==> src/rtl/alu_seq.sv <==
// Handshaked successor ALU for the fauxCPU datapath: single-cycle arithmetic/logic ops,
// a multi-cycle restoring divider, and registered result/remainder/flag outputs.
module alu_seq #(
  parameter int WIDTH = 36,
  parameter int OP_W  = 5,
  parameter int CNT_W = $clog2(WIDTH) + 1
) (
  input  logic             clk,
  input  logic             rst_n,
  input  logic             in_valid,
  output logic             in_ready,
  input  logic [OP_W-1:0]  op,
  input  logic [WIDTH-1:0] in1,
  input  logic [WIDTH-1:0] in2,
  output logic             out_valid,
  input  logic             out_ready,
  output logic [WIDTH-1:0] out,
  output logic [WIDTH-1:0] rem,
  output logic [3:0]       flags,
  output logic             Cout
);

  localparam logic [OP_W-1:0] OP_ADD    = OP_W'(0);
  localparam logic [OP_W-1:0] OP_SUB    = OP_W'(1);
  localparam logic [OP_W-1:0] OP_AND    = OP_W'(2);
  localparam logic [OP_W-1:0] OP_OR     = OP_W'(3);
  localparam logic [OP_W-1:0] OP_EQUAL  = OP_W'(4);
  localparam logic [OP_W-1:0] OP_DIVIDE = OP_W'(5);

  typedef enum logic [1:0] {
    S_IDLE = 2'd0,
    S_DIV  = 2'd1,
    S_DONE = 2'd2
  } state_t;

  state_t             state_r, state_s;
  logic               accept_s, div_go_s;
  logic [WIDTH:0]     sum_s, diff_s;
  logic [WIDTH-1:0]   res_out_s, res_rem_s;
  logic               res_c_s, res_v_s;
  logic [WIDTH-1:0]   quo_r, dvs_r, prem_r;
  logic [CNT_W-1:0]   cnt_r;
  logic [WIDTH:0]     shift_s;
  logic [WIDTH-1:0]   step_s, prem_next_s, quo_next_s;
  logic               borrow_s, qbit_s;
  logic [WIDTH-1:0]   out_r, rem_r;
  logic [3:0]         flags_r;
  logic               out_valid_r;

  function automatic logic [3:0] make_flags(input logic [WIDTH-1:0] value,
                                            input logic carry, input logic ovf);
    return {(value == {WIDTH{1'b0}}), value[WIDTH-1], carry, ovf};
  endfunction

  assign accept_s  = in_valid && (state_r == S_IDLE);
  assign div_go_s  = (op == OP_DIVIDE) && (in2 != {WIDTH{1'b0}});
  assign in_ready  = (state_r == S_IDLE);
  assign out_valid = out_valid_r;
  assign out       = out_r;
  assign rem       = rem_r;
  assign flags     = flags_r;
  assign Cout      = flags_r[1];

  // Single-cycle result from the operands presented at accept time
  always_comb begin
    sum_s     = {1'b0, in1} + {1'b0, in2};
    diff_s    = {1'b0, in1} - {1'b0, in2};
    res_out_s = {WIDTH{1'b0}};
    res_rem_s = {WIDTH{1'b0}};
    res_c_s   = 1'b0;
    res_v_s   = 1'b0;
    case (op)
      OP_ADD: begin
        res_out_s = sum_s[WIDTH-1:0];
        res_c_s   = sum_s[WIDTH];
        res_v_s   = (in1[WIDTH-1] == in2[WIDTH-1]) && (sum_s[WIDTH-1] != in1[WIDTH-1]);
      end
      OP_SUB: begin
        res_out_s = diff_s[WIDTH-1:0];
        res_c_s   = diff_s[WIDTH];
        res_v_s   = (in1[WIDTH-1] != in2[WIDTH-1]) && (diff_s[WIDTH-1] != in1[WIDTH-1]);
      end
      OP_AND:   res_out_s = in1 & in2;
      OP_OR:    res_out_s = in1 | in2;
      OP_EQUAL: res_out_s = (in1 == in2) ? {{(WIDTH-1){1'b0}}, 1'b1} : {WIDTH{1'b0}};
      // Only reached as a result for a zero divisor; nonzero divisors iterate
      OP_DIVIDE: begin
        res_out_s = {WIDTH{1'b1}};
        res_rem_s = in1;
        res_v_s   = 1'b1;
      end
      default: res_out_s = {WIDTH{1'b0}};
    endcase
  end

  // One restoring-division step on a WIDTH+1 bit shifted partial remainder
  always_comb begin
    shift_s             = {prem_r, quo_r[WIDTH-1]};
    {borrow_s, step_s}  = {1'b0, shift_s[WIDTH-1:0]} - {1'b0, dvs_r};
    qbit_s              = shift_s[WIDTH] | ~borrow_s;
    prem_next_s         = qbit_s ? step_s : shift_s[WIDTH-1:0];
    quo_next_s          = {quo_r[WIDTH-2:0], qbit_s};
  end

  // Next-state logic
  always_comb begin
    state_s = state_r;
    case (state_r)
      S_IDLE: begin
        if (accept_s) begin
          state_s = div_go_s ? S_DIV : S_DONE;
        end else begin
          state_s = S_IDLE;
        end
      end
      S_DIV: begin
        if (cnt_r == {CNT_W{1'b0}}) begin
          state_s = S_DONE;
        end else begin
          state_s = S_DIV;
        end
      end
      S_DONE: begin
        if (out_ready) begin
          state_s = S_IDLE;
        end else begin
          state_s = S_DONE;
        end
      end
      default: state_s = S_IDLE;
    endcase
  end

  // State register
  always_ff @(posedge clk or negedge rst_n) begin
    if (!rst_n) begin
      state_r <= S_IDLE;
    end else begin
      state_r <= state_s;
    end
  end

  // Divider datapath and registered result; results only land on completion
  always_ff @(posedge clk or negedge rst_n) begin
    if (!rst_n) begin
      quo_r       <= {WIDTH{1'b0}};
      dvs_r       <= {WIDTH{1'b0}};
      prem_r      <= {WIDTH{1'b0}};
      cnt_r       <= {CNT_W{1'b0}};
      out_r       <= {WIDTH{1'b0}};
      rem_r       <= {WIDTH{1'b0}};
      flags_r     <= 4'b0000;
      out_valid_r <= 1'b0;
    end else begin
      out_valid_r <= (state_s == S_DONE);
      case (state_r)
        S_IDLE: begin
          if (accept_s && div_go_s) begin
            quo_r  <= in1;
            dvs_r  <= in2;
            prem_r <= {WIDTH{1'b0}};
            cnt_r  <= CNT_W'(WIDTH - 1);
          end else if (accept_s) begin
            out_r   <= res_out_s;
            rem_r   <= res_rem_s;
            flags_r <= make_flags(res_out_s, res_c_s, res_v_s);
          end
        end
        S_DIV: begin
          quo_r  <= quo_next_s;
          prem_r <= prem_next_s;
          cnt_r  <= cnt_r - CNT_W'(1);
          if (cnt_r == {CNT_W{1'b0}}) begin
            out_r   <= quo_next_s;
            rem_r   <= prem_next_s;
            flags_r <= make_flags(quo_next_s, 1'b0, 1'b0);
          end
        end
        default: begin
        end
      endcase
    end
  end

endmodule

==> config.mk <==
export PLATFORM = sky130hd
export DESIGN_NAME = alu_seq
export DESIGN_NICKNAME = d
export VERILOG_FILES = /design/src/rtl/alu_seq.sv
export SDC_FILE = /design/constraint.sdc
export NUM_CORES = 1
export LEC_CHECK = 0
export CORE_MARGIN = 2
export CORE_UTILIZATION = 38
export CTS_CLUSTER_DIAMETER = 150
export DETAILED_ROUTE_END_ITERATION = 6
export PLACE_DENSITY = 0.66
export REMOVE_ABC_BUFFERS = 1
export SETUP_SLACK_MARGIN = 0.05
export SYNTH_ARGS = -nofsm -noshare
export SYNTH_HDL_FRONTEND = slang
export SYNTH_SLANG_ARGS = --single-unit
==> constraint.sdc <==
create_clock -name clk -period 3.9 [get_ports clk]
set_input_delay 0.78 -clock clk [delete_from_list [all_inputs] [get_ports clk]]
set_output_delay 0.78 -clock clk [all_outputs]
set_load 0.01 [all_outputs]
==> metrics.md <==
| Metric | Value |
|---|---|
| Drt pass-1 iters | 7 |
| Reg area | 4830 um2 |
| Clock tree buffer depth | 2 |
| Die Height | 214 um |
| First-pass GRT wire length | 111000 um |
| Top cell type's share of synthesized area | 28.9% |
| TritonCTS clock tree | done |
| Worst-path clk slew | 0.07 ns |
| Vias | 19.2k |
| RR Startpoint | quo_r[35] |
| RSZ-0062 raised after global routing | yes |
| Leak pwr | 11.9 nW |
| Vias per cell | 5.71 |
| Max-cap violations | 0 |
| Nets | 3010 |
| Failing checks | DRC |
| Crit end category | flip-flop |
| Clk_skew | 0.0138 ns |
| Layout Utilization | 57.6% |
| Final Hold Fails | 0 |
| Async S/R FF share, synth | 100% |
| Post-DP HPWL | 58900 um |
| # clock sinks | 193 |
| IO Port Bufs | 159 |
| Worst Slack Setup Final | 0.0929 ns |
| Max H-tree Level | 4 |
| Sw Share | 32.8% |
| Int Pwr | 0.00391 W |
| Worst relative slew slack | 43.3% |
| Hold Crit Class | in2async |
| Fillers | 3963 |
| Req. time, crit path | 4.34 ns |
| Die area | 45600 um2 |
| Post-synth top flop | dfrtp_1 |
| RePlAce Congestion | 1.07 |
| 1st-iter DRT viols | 1750 |
| Warnings, synthesis | 0 |
| Worst r2r dst | rem[3] |
| Min Tclk post-route | 3.81 ns |
| EDFF count, synth | 0 |
| List of most frequent post-synthesis cells | a21oi_1, nor2_1, nand2_1 |
| Fmax | 263 MHz |
| Final setup vio count | 0 |
| Distinct cells, synth | 101 |
| Total grt overflow | 0 |
| # IOs | 160 |
| Initial antenna violation count | 0 |
| Reg power frac | 34.4% |
| Logic pwr share | 33.5% |
| Initial core utilization | 38.6% |
| Worst Path Arrival | 4.25 ns |
| Post-Route WL | 74000 um |
| Clock power share | 32.2% |
| Multi-input logic area | 11900 um2 |
| Final Cycle Share | 97.6% |
| Drt wl/cell | 22.0 um |
| Post-synthesis cell count | 2144 |
| Worst Path Max Fanout | 3 |
| Die Wd | 214 um |
| Area leader, netlist | dfrtp_1 |
| Worst-Skew Late Latency | 0.50 ns |
| Global-route usage over all layers | 32.5% |
| # DRC | 6 |
| Area Overhead vs Synth | 49.3% |
| Number of global-route vias before repair | 18.5k |
| Crit path kind | in2reg |
| Reg2Reg Depth | 17 |
| Sequential area share after synthesis | 28.9% |
| Largest net degree at the start of global routing | 85 |
| Net switching power | 0.00191 W |
| Status | finished, violations left |
| Actual transition at the worst max-transition pin | 0.847 ns |
| Worst VDD drop | 275 uV |
| Cell Area, Synth | 16700 um2 |
| Final slew viol count | 0 |
| Number of diodes | 0 |
| CTS Buf Count | 17 |
| Reg-to-reg setup timing slack | 0.16 ns |
| Core area | 43300 um2 |
| #FFs+latches synth | 193 |
| Detail Route Antenna Nets | 0 |
| Std cell rows | 76 |
| Top cells by area, synth | dfrtp_1, ha_1, a21oi_1 |
| Root Driver | clkbuf_16 |
| Share of cells above drive strength 1 | 30.1% |
| Dpl ws | -0.850 ns |
| PwrDens | 234 nW/um2 |
| Syn avg cell area | 7.79 um2 |
| Critical path startpoint category | input pin |
[per-layer routing]
metal  track usage (%)  routed length, um  part of all wire, %
met1              46.6              33300                   45
met2              48.6              31900                   43
met3              6.36               6370                  8.6
met4              11.2               2410                  3.3
met5                 0                  0                    0
[state kept, by name, summed over array words and instances (netlist names)]
name / flops
dvs_r: 36
prem_r: 36
quo_r: 36
rem: 36
out: 35
cnt_r: 7
flags: 4
state_r: 2
out_valid: 1
[power groups by stage]
stage	sequential [W]	clock (W)	combinational (W)
after global placement	0.00204	0	0.00167
after CTS	0.00200	0.00191	0.00180
after detailed placement	0.00204	0	0.00167
after global routing	0.00200	0.00198	0.00207
after floorplan	0.00204	0	0.000644
final	0.00200	0.00188	0.00195
[cells in the final DEF, fill, tap and decap left out, drive strengths merged, types with 8 or more instances in the layout]
cell,n
o211ai,26
nand4,22
dlygate4sd2,15
nand2b,24
xor2,14
dlymetal6s2s,27
or4,8
a211oi,20
a22oi,22
buf,574
o31ai,24
a221o,11
o21a,10
xnor2,24
a21o,68
o21ai,215
o21bai,15
nand2,207
nor4,40
o221ai,12
inv,167
or3,14
nor2b,17
clkdlybuf4s50,111
nor2,222
dfrtp,193
clkbuf,23
a21oi,226
a2111oi,9
nor3,46
and2,10
a31oi,15
a221oi,10
and3,12
nand3,31
ha,155
[worst max-delay path, cell delays in order]
cell and delay [ns]:
dlygate4sd2_1 0.26, inv_2 0.08, ha_4 0.20, buf_4 0.15
a211oi_4 0.31, nor2_4 0.09, buf_4 0.14, o21a_1 0.17
a221o_1 0.34, a21oi_1 0.29, buf_4 0.18, and4_1 0.19
nand4_1 0.19, nor4b_4 0.35, nand4_1 0.16, nor3_1 0.21
a31o_1 0.15
[per-stage QoR]
step	hold slack, ns	power [W]	instances	area, um2	setup TNS, ns
detailed placement	0.473	0.00372	3291	22800	-18.08
CTS	0.343	0.00570	3346	24200	0
global placement	0.464	0.00371	3291	22800	-23.60
global route	0.371	0.00605	3369	24900	0
floorplan	0.454	0.00269	2018	16100	-198.08
finish	0.326	0.00583	3369	24900	0
[kinds of logic (layout without fill, tap and decap cells)]
kind of cell             count (synthesis)  count (layout)  share of synthesized area [%]
flip-flops                             193             193                           28.9
multiplexers                             9               9                          0.622
AO/OA/AOI/OAI                          781             781                           30.4
adder cells (fa/ha/maj)                158             158                           12.0
XOR/XNOR                                38              38                           1.99
AND/OR/NAND/NOR                        680             680                           19.1
buffers and inverters                  285             925                           6.95
[cell type report]
cell class              count  area share [%]
multi-input cells        1666            47.5
repair buffers            734            25.3
flip-flops and latches    193            19.4
well taps                 585            2.94
inverters                 159            2.39
clock buffers              18            1.76
clock inverters            14           0.668
[repair_timing]
action                     CTS  global route
pin swaps                   55            55
buffers inserted            21            23
resized for setup          144           151
gates cloned                 2             2
hold buffers                 0             0
setup endpoints to repair   84            62
[worst max-delay path by stage]
| stage | from | endpoint | slack, ns |
|---|---|---|---|
| global placement | in2[6] | flags[3] | -0.92 |
| finish | in2[1] | flags[3] | 0.09 |
| global route | in2[1] | out[33] | 0.01 |
| floorplan | state_r[0] | flags[3] | -2.48 |
| CTS | in1[20] | flags[3] | 0.03 |
| detailed placement | in2[0] | flags[3] | -0.85 |
No activity file was read; power rests on OpenSTA's default activity.
